`config.mk`:
```
export PLATFORM = sky130hd
export DESIGN_NAME = lake_config_loader
export DESIGN_NICKNAME = d
export VERILOG_FILES = /design/src/rtl/lake_cfg_pkg.sv /design/src/rtl/lake_cfg_addr_decode.sv /design/src/rtl/lake_config_loader.sv
export SDC_FILE = /design/constraint.sdc
export NUM_CORES = 2
export LEC_CHECK = 0
export CAP_MARGIN = 20
export CORE_MARGIN = 2
export CORE_UTILIZATION = 46
export DETAILED_ROUTE_END_ITERATION = 12
export PLACE_DENSITY = 0.71
export SYNTH_ARGS = -nofsm -noshare
export SYNTH_HDL_FRONTEND = slang
export SYNTH_SLANG_ARGS = --single-unit
```
`constraint.sdc`:
```
create_clock -name clk -period 3.6 [get_ports clk]
set_input_delay 0.72 -clock clk [delete_from_list [all_inputs] [get_ports clk]]
set_output_delay 0.72 -clock clk [all_outputs]
set_load 0.03 [all_outputs]
```
`src/rtl/lake_cfg_pkg.sv`:
```
// Shared types and helpers for the lake configuration loader.
package lake_cfg_pkg;

   localparam int unsigned DefaultWordWidth = 32;

   typedef enum logic [1:0] {
      StEmpty,
      StLoad,
      StReady,
      StActive
   } cfg_state_e;

   function automatic int unsigned ceil_div(input int unsigned num, input int unsigned den);
      return (num + den - 1) / den;
   endfunction

endpackage

```
`src/rtl/lake_cfg_addr_decode.sv`:
```
// Range check and one-hot word select for a configuration word index.
module lake_cfg_addr_decode #(
   parameter int unsigned NumWords = 16
) (
   input  logic [31:0]         addr_i,
   output logic                in_range_o,
   output logic [NumWords-1:0] sel_o
);

   always_comb begin
      in_range_o = (addr_i < NumWords);
      for (int i = 0; i < NumWords; i++) begin
         sel_o[i] = in_range_o && (addr_i == 32'(i));
      end
   end

endmodule

```
`src/rtl/lake_config_loader.sv`:
```
// Shadow/active configuration loader feeding lakespec config_memory.
// Optional readback path enabled by defining LAKE_CFG_READBACK_EN.
module lake_config_loader
   import lake_cfg_pkg::*;
#(
   parameter int unsigned CONFIG_MEMORY_SIZE = 512,
   parameter int unsigned WORD_WIDTH         = DefaultWordWidth
) (
   input  logic                          clk,
   input  logic                          rst,
   input  logic [31:0]                   config_config_addr,
   input  logic [WORD_WIDTH-1:0]         config_config_data,
   input  logic                          config_write,
   input  logic                          config_read,
   input  logic                          config_commit,
   output logic [WORD_WIDTH-1:0]         config_rd_data,
   output logic                          config_rd_valid,
   output logic [CONFIG_MEMORY_SIZE-1:0] config_memory,
   output logic                          config_valid,
   output logic                          config_err
);

   localparam int unsigned NumWords = ceil_div(CONFIG_MEMORY_SIZE, WORD_WIDTH);
   localparam int unsigned FlatBits = NumWords * WORD_WIDTH;
   localparam int unsigned PadBits  = FlatBits - CONFIG_MEMORY_SIZE;
   // Bits of the last word that fall beyond the configuration are never stored.
   localparam logic [WORD_WIDTH-1:0] LastMask = {WORD_WIDTH{1'b1}} >> PadBits;

   cfg_state_e state_q, state_d;

   logic [NumWords-1:0][WORD_WIDTH-1:0] shadow_q, shadow_d;
   logic [FlatBits-1:0]                 shadow_flat;
   logic [NumWords-1:0]                 bitmap_q, bitmap_d;
   logic [CONFIG_MEMORY_SIZE-1:0]       active_q;
   logic                                valid_q, err_q, err_d;
   logic                                wr_in_range, wr_ok;
   logic [NumWords-1:0]                 wr_sel;
   logic                                commit_ok, commit_err, rd_err;

   lake_cfg_addr_decode #(
      .NumWords (NumWords)
   ) u_wr_decode (
      .addr_i     (config_config_addr),
      .in_range_o (wr_in_range),
      .sel_o      (wr_sel)
   );

   always_ff @(posedge clk) begin
      if (rst) begin
         state_q <= StEmpty;
      end else begin
         state_q <= state_d;
      end
   end

   // A write in the commit cycle reopens the load with only that word marked.
   always_comb begin
      state_d = state_q;
      if (commit_ok && !wr_ok) begin
         state_d = StActive;
      end else if (wr_ok) begin
         state_d = (&bitmap_d) ? StReady : StLoad;
      end
   end

   always_comb begin
      commit_ok  = 1'b0;
      commit_err = 1'b0;
      case (state_q)
         StEmpty, StLoad: commit_err = config_commit;
         StReady:         commit_ok  = config_commit;
         default:         ;
      endcase
   end

   always_comb begin
      wr_ok    = config_write && wr_in_range;
      bitmap_d = commit_ok ? '0 : bitmap_q;
      if (wr_ok) begin
         bitmap_d = bitmap_d | wr_sel;
      end
      shadow_d = shadow_q;
      for (int i = 0; i < NumWords; i++) begin
         if (wr_ok && wr_sel[i]) begin
            shadow_d[i] = config_config_data & ((i == NumWords - 1) ? LastMask : '1);
         end
      end
      err_d = commit_err | (config_write && !wr_in_range) | rd_err;
   end

   assign shadow_flat = shadow_q;

   always_ff @(posedge clk) begin
      if (rst) begin
         shadow_q <= '0;
         bitmap_q <= '0;
         active_q <= '0;
         valid_q  <= 1'b0;
         err_q    <= 1'b0;
      end else begin
         shadow_q <= shadow_d;
         bitmap_q <= bitmap_d;
         err_q    <= err_d;
         if (commit_ok) begin
            active_q <= shadow_flat[CONFIG_MEMORY_SIZE-1:0];
            valid_q  <= 1'b1;
         end
      end
   end

`ifdef LAKE_CFG_READBACK_EN
   logic                  rd_in_range;
   logic [NumWords-1:0]   rd_sel;
   logic [WORD_WIDTH-1:0] rd_word, rd_data_q;
   logic                  rd_valid_q;

   lake_cfg_addr_decode #(
      .NumWords (NumWords)
   ) u_rd_decode (
      .addr_i     (config_config_addr),
      .in_range_o (rd_in_range),
      .sel_o      (rd_sel)
   );

   // Reads see shadow_q, so a same-cycle write to the same word is not yet visible.
   always_comb begin
      rd_word = '0;
      for (int i = 0; i < NumWords; i++) begin
         if (rd_sel[i]) begin
            rd_word = rd_word | shadow_q[i];
         end
      end
   end

   assign rd_err = config_read && !rd_in_range;

   always_ff @(posedge clk) begin
      if (rst) begin
         rd_data_q  <= '0;
         rd_valid_q <= 1'b0;
      end else begin
         rd_valid_q <= config_read;
         if (config_read) begin
            rd_data_q <= rd_word;
         end
      end
   end

   assign config_rd_data  = rd_data_q;
   assign config_rd_valid = rd_valid_q;
`else
   assign rd_err          = config_read & 1'b0;
   assign config_rd_data  = '0;
   assign config_rd_valid = 1'b0;
`endif

   assign config_memory = active_q;
   assign config_valid  = valid_q;
   assign config_err    = err_q;

endmodule

```
---- After elaboration in Yosys (flattened, before gate mapping) ----
Index checks and enable logic that the tools add are counted.
word-level totals
  logic and storage cells ................. 90
  input bits .............................. 69
  output and inout port bits .............. 547
  register bits ........................... 1044
cells by class
  equality and inequality tests ........... 17
  multiplexer cells ....................... 7
  $lt $le $gt $ge ......................... 1
  bitwise operators ....................... 2
  reductions and logical operators ........ 42
operators with widths
  operator                                               number
  equality test 32 x 4 -> 1 bit (second input constant)  8
  equality test 32 x 3 -> 1 bit (second input constant)  4
  equality test 32 x 2 -> 1 bit (second input constant)  2
  logical AND 1 bit                                      35
  equality test 32 x 1 -> 1 bit (second input constant)  1
  logical NOT 32 bit                                     1
  < comparator 32 x 5 -> 1 bit (second input constant)   1
  2-to-1 mux 16 bit                                      2
  OR 16 bit                                              1
  AND reduction 16 bit                                   1
  2-to-1 mux 2 bit                                       3
  equality test 2 x 1 -> 1 bit (second input constant)   1
  equality test 2 bit (second input constant)            1
  logical NOT 1 bit                                      2
  logical NOT 2 bit                                      1
  2-to-1 mux 1 bit                                       2
  nonzero test 2 bit                                     1
  OR reduction 2 bit                                     1
  OR 1 bit                                               1

---- Longest topological paths before layout ----
  depth after elaboration ................. 9
  gate-level depth with buffers ........... 9
  mapped depth without buffers ............ 7

---- By module ----
From an unflattened synthesis, not the netlist that was laid out.
unflattened totals
  cells, all modules ...................... 4697
  area total of the unflattened synthesis .. 36426.2 sq um
by module, submodules not included
  module                times used  sequential area each (sq um)  cells each  area an instance (sq um)
  lake_config_loader    1           20900.0                       4645        36050.8
  lake_cfg_addr_decode  1           0.0                           52          375.4

---- Worst setup path before layout ----
Ideal clock, no wire load.
  path kind ............................... input -> register
  start point ............................. in config_config_addr[26]
  end point ............................... reg state_q[0]
  stages on the path ...................... 8
  setup slack ............................. 0.550 ns
  buffers on the path ..................... 1
  library setup time ...................... 0.115 ns
  data required time ...................... 3.485 ns
  data arrival time ....................... 2.935 ns
  cells stage by stage .................... nor4_2 -> nand4_2 -> buf_2 -> nor4_4 -> nor2_1 -> or4_1 -> or4_1 -> and2_1
on the way
  longest elaborated chain between the ends .. 8
  elaborated cells between the ends (all ways) .. 43
  those cells by class .................... 1 x order compare; 15 x eq/ne; 4 x mux; 1 x bitwise; 22 x reduce/logical
ends and longest elaborated chain
  what                                                        RTL line                    RTL
  start: declaration                                          lake_config_loader.sv:11    input logic [31:0] config_config_addr,
  < comparator 32 x 5 -> 1 bit, or another cell as far along  lake_cfg_addr_decode.sv:11  in_range_o = (addr_i < NumWords);
  logical AND 1 bit                                           lake_cfg_addr_decode.sv:13  sel_o[i] = in_range_o && (addr_i == 32'(i));
  OR 16 bit                                                   lake_config_loader.sv:80    bitmap_d = bitmap_d | wr_sel;
  2-to-1 mux 16 bit                                           lake_config_loader.sv:79    if (wr_ok) begin
  AND reduction 16 bit                                        lake_config_loader.sv:62    state_d = (&bitmap_d) ? StReady : StLoad;
  2-to-1 mux 2 bit                                            lake_config_loader.sv:62
  2-to-1 mux 2 bit                                            lake_config_loader.sv:61    end else if (wr_ok) begin
  2-to-1 mux 2 bit                                            lake_config_loader.sv:59    if (commit_ok && !wr_ok) begin
  end signal: assignment                                      lake_config_loader.sv:50    state_q <= StEmpty;
  end signal: assignment                                      lake_config_loader.sv:52    state_q <= state_d;
  end: declaration                                            lake_config_loader.sv:29    cfg_state_e state_q, state_d;
Parallel ways exist; a longest one is shown, timed or not. The select of a mux whose other input is x is not followed.
A chain may end at the register's enable or synchronous reset.

---- Worst setup path after layout ----
  start point ............................. in config_config_addr[12]
  end point ............................... reg state_q[0]
Same word-level chain as after synthesis.

==> reports/results.ini <==
[setup_path]
crit_top_cell=or4_1
r2r_setup_slack_ps=1310
r2r_end=state_q[0]
cp.arrival_ps=3750
path_class=in -> reg
crit_chain=clkdlybuf4s50_1 -> nor4_4 -> buf_4 -> nand3_1 -> nor4bb_4 -> a21oi_1 -> or4_1 -> or4_1 -> and2_1
reg2reg_depth=6
crit_path_end=state_q[0]
cp-end-kind=flip-flop
r2r_start=state_q[1]
cp-start-kind=input port
crit_path_start=config_config_addr[12]
slowest_stage=or4_1
crit_required_ps=4130
critPathMaxStageDelay_ps=540
critPathMaxFanout=4

[floorplanning]
die-width_um=285
core_um2=78600
chipHeight_um=285
die_area_um2=81200
rows=103
io_pins=616
start_util_pct=46.2

[placement]
dp_hpwl_mm=71.8
port-buffer-count=581
routabilityCongestion=0.820
dp.cells=6008

[global_routing]
grt_max_degree=157
grt_pass1_wl_mm=180
grt_pass1_vias=29500
gr-total-overflow=0
grtUsageTotal_pct=28.7
antenna_found_initial=6

[sta]
setup_viol=0
max_freq_mhz=311
final_max_slew_viol_count=0
fin_worst_skew_ps=23.2
finalSetupTns_ps=0
rsz0062_at_grt=false
period_needed_ps=3220
max_slew.worst_pin.slew_ps=1000
hold_viol=0
period_share_pct=89.4
slew_headroom_pct=33.2

[power]
power_leakage_nw=15.0
power.density_nw_per_um2=494
peakVddDrop_v=0.000326

[layout]
final_cell_mix=2070 x nand2_1, 1044 x dfxtp_1, 1042 x a21oi_1, 550 x clkdlybuf4s50_1, 105 x clkbuf_16
drive_above_1_share_pct=5.99
final_common_cell=nand2_1
syn_to_final_growth_pct=27.7
nets=5134
final_cells=6194

[logic_synthesis]
syn_avg_cell_area_um2=7.75
ys_types=37
synth-seq-cells=1044
netlist_area_um2=36300
netlist_instances=4687
ys_warn_count=0
synth_seq_area_share_pct=57.6

[routing]
routed_wl_mm=122
drtIter0Drc=3585
firstDrtPassIters=6
antenna_left=0
via_per_inst=5.26
drc=0
wl_per_cell_um=19.8
via_count=32600

[cts]
hold_buffers=0
clock_latency_ps=660
post_cts_resized=0
cts_tree=yes
clock-sinks=1044
clockRootBuffer=clkbuf_16
cts_buffer_depth=3
path_clk_slew_ps=60
cts_max_level=3
post_cts_buffers=0
numCtsBuffers=103

[min_path]
hold_depth=2
hold_path.class=reg -> reg

[run_status]
status=complete, no violations

[run]
drv_cap=0

## layer usage
metal	wire, µm	vias up	global-route usage [%]
met4	4440	8	10.9
met3	10200	227	5.06
met2	56400	1328	45.8
met5	48	-	0
li1	-	15700	-
met1	51300	15400	38.9
## report_power, final
part	internal (mW)	leakage [nW]	switching, mW
sequential	11.6	8.40	0.000289
clock	6.17	1.65	4.54
combinational	0.114	4.93	0.542
total	17.8	15.0	5.08
## cells in the mapped netlist
library cell	instances	share of area, %
and3_1	3	0.052
nand4b_1	1	0.024
nand2b_1	4	0.069
nand3b_1	1	0.021
nor2b_1	4	0.069
mux2i_1	1	0.028
nor3_2	1	0.028
nand4_1	3	0.052
or2_2	3	0.052
clkbuf_1	400	4.1
nand2_1	2070	21
o21a_1	1	0.021
nand4_2	1	0.034
or3_1	4	0.069
buf_2	3	0.041
nor4_1	1	0.017
nand3_1	4	0.055
nor4_2	8	0.28
and2_1	2	0.034
dfxtp_1	1044	58
a31oi_1	2	0.034
buf_4	33	0.68
o2111ai_1	1	0.024
conb_1	1	0.010
a21oi_1	1042	14
buf_1	1	0.010
nor3_1	8	0.11
o21ai_0	1	0.014
a21o_1	1	0.021
a2bb2oi_1	1	0.024
o221ai_1	1	0.024
nor2_1	25	0.26
nor4bb_1	1	0.028
nor4_4	4	0.23
inv_1	1	0.010
a22oi_1	2	0.041
or4_1	3	0.062
## flip-flops by register name (all words and copies together) (netlist names)
signal         cells
config_memory    512
config_valid       1
bitmap_q          16
state_q            2
config_err         1
shadow_flat      512
## critical path, delay by kind of cell
kind	cells	cell delay, ps
buffers and inverters	2	640
AOI/OAI and AO/OA	1	100
and+or+nand+nor	6	2290
## worst min-delay path by stage
stage	start	end	slack [ps]
after global routing	shadow_flat[454]	config_memory[454]	460
after floorplan	bitmap_q[0]	bitmap_q[0]	430
after global placement	shadow_flat[151]	config_memory[151]	440
final	shadow_flat[380]	config_memory[380]	440
after detailed placement	shadow_flat[445]	config_memory[445]	440
after CTS	shadow_flat[380]	config_memory[380]	440
## through the flow
stage	area (µm²)	hold WS (ps)	utilization, %	power [mW]	setup slack (ps)
after detailed placement	42900	442	54.6	12.5	-257
after global placement	42900	436	54.6	12.5	-236
after CTS	46300	442	58.9	23.0	427
after global routing	46400	459	59.0	23.5	297
final	46400	437	59.0	22.9	382
after floorplan	36400	432	-	12.1	550
## area by class of cell
| cell class | instances | area (µm²) |
|---|---|---|
| fillers | 6953 | 32300 |
| inverters | 1 | 3.75 |
| clock inverters | 20 | 269 |
| clock buffers | 163 | 3130 |
| well taps | 1050 | 1310 |
| repair buffers | 678 | 6890 |
| diodes | 1 | 2.50 |
| multi-input cells | 3237 | 13900 |
| flip-flops and latches | 1044 | 20900 |
## cells by family after synthesis
logic type	Yosys count	share of synthesized area (%)
buf+inv	438	4.88
other cells	1	0.0103
simple gates	2151	22.9
mux	1	0.0276
compound gates	1052	14.6
flops	1044	57.6
(Power assumes the default switching activity.)
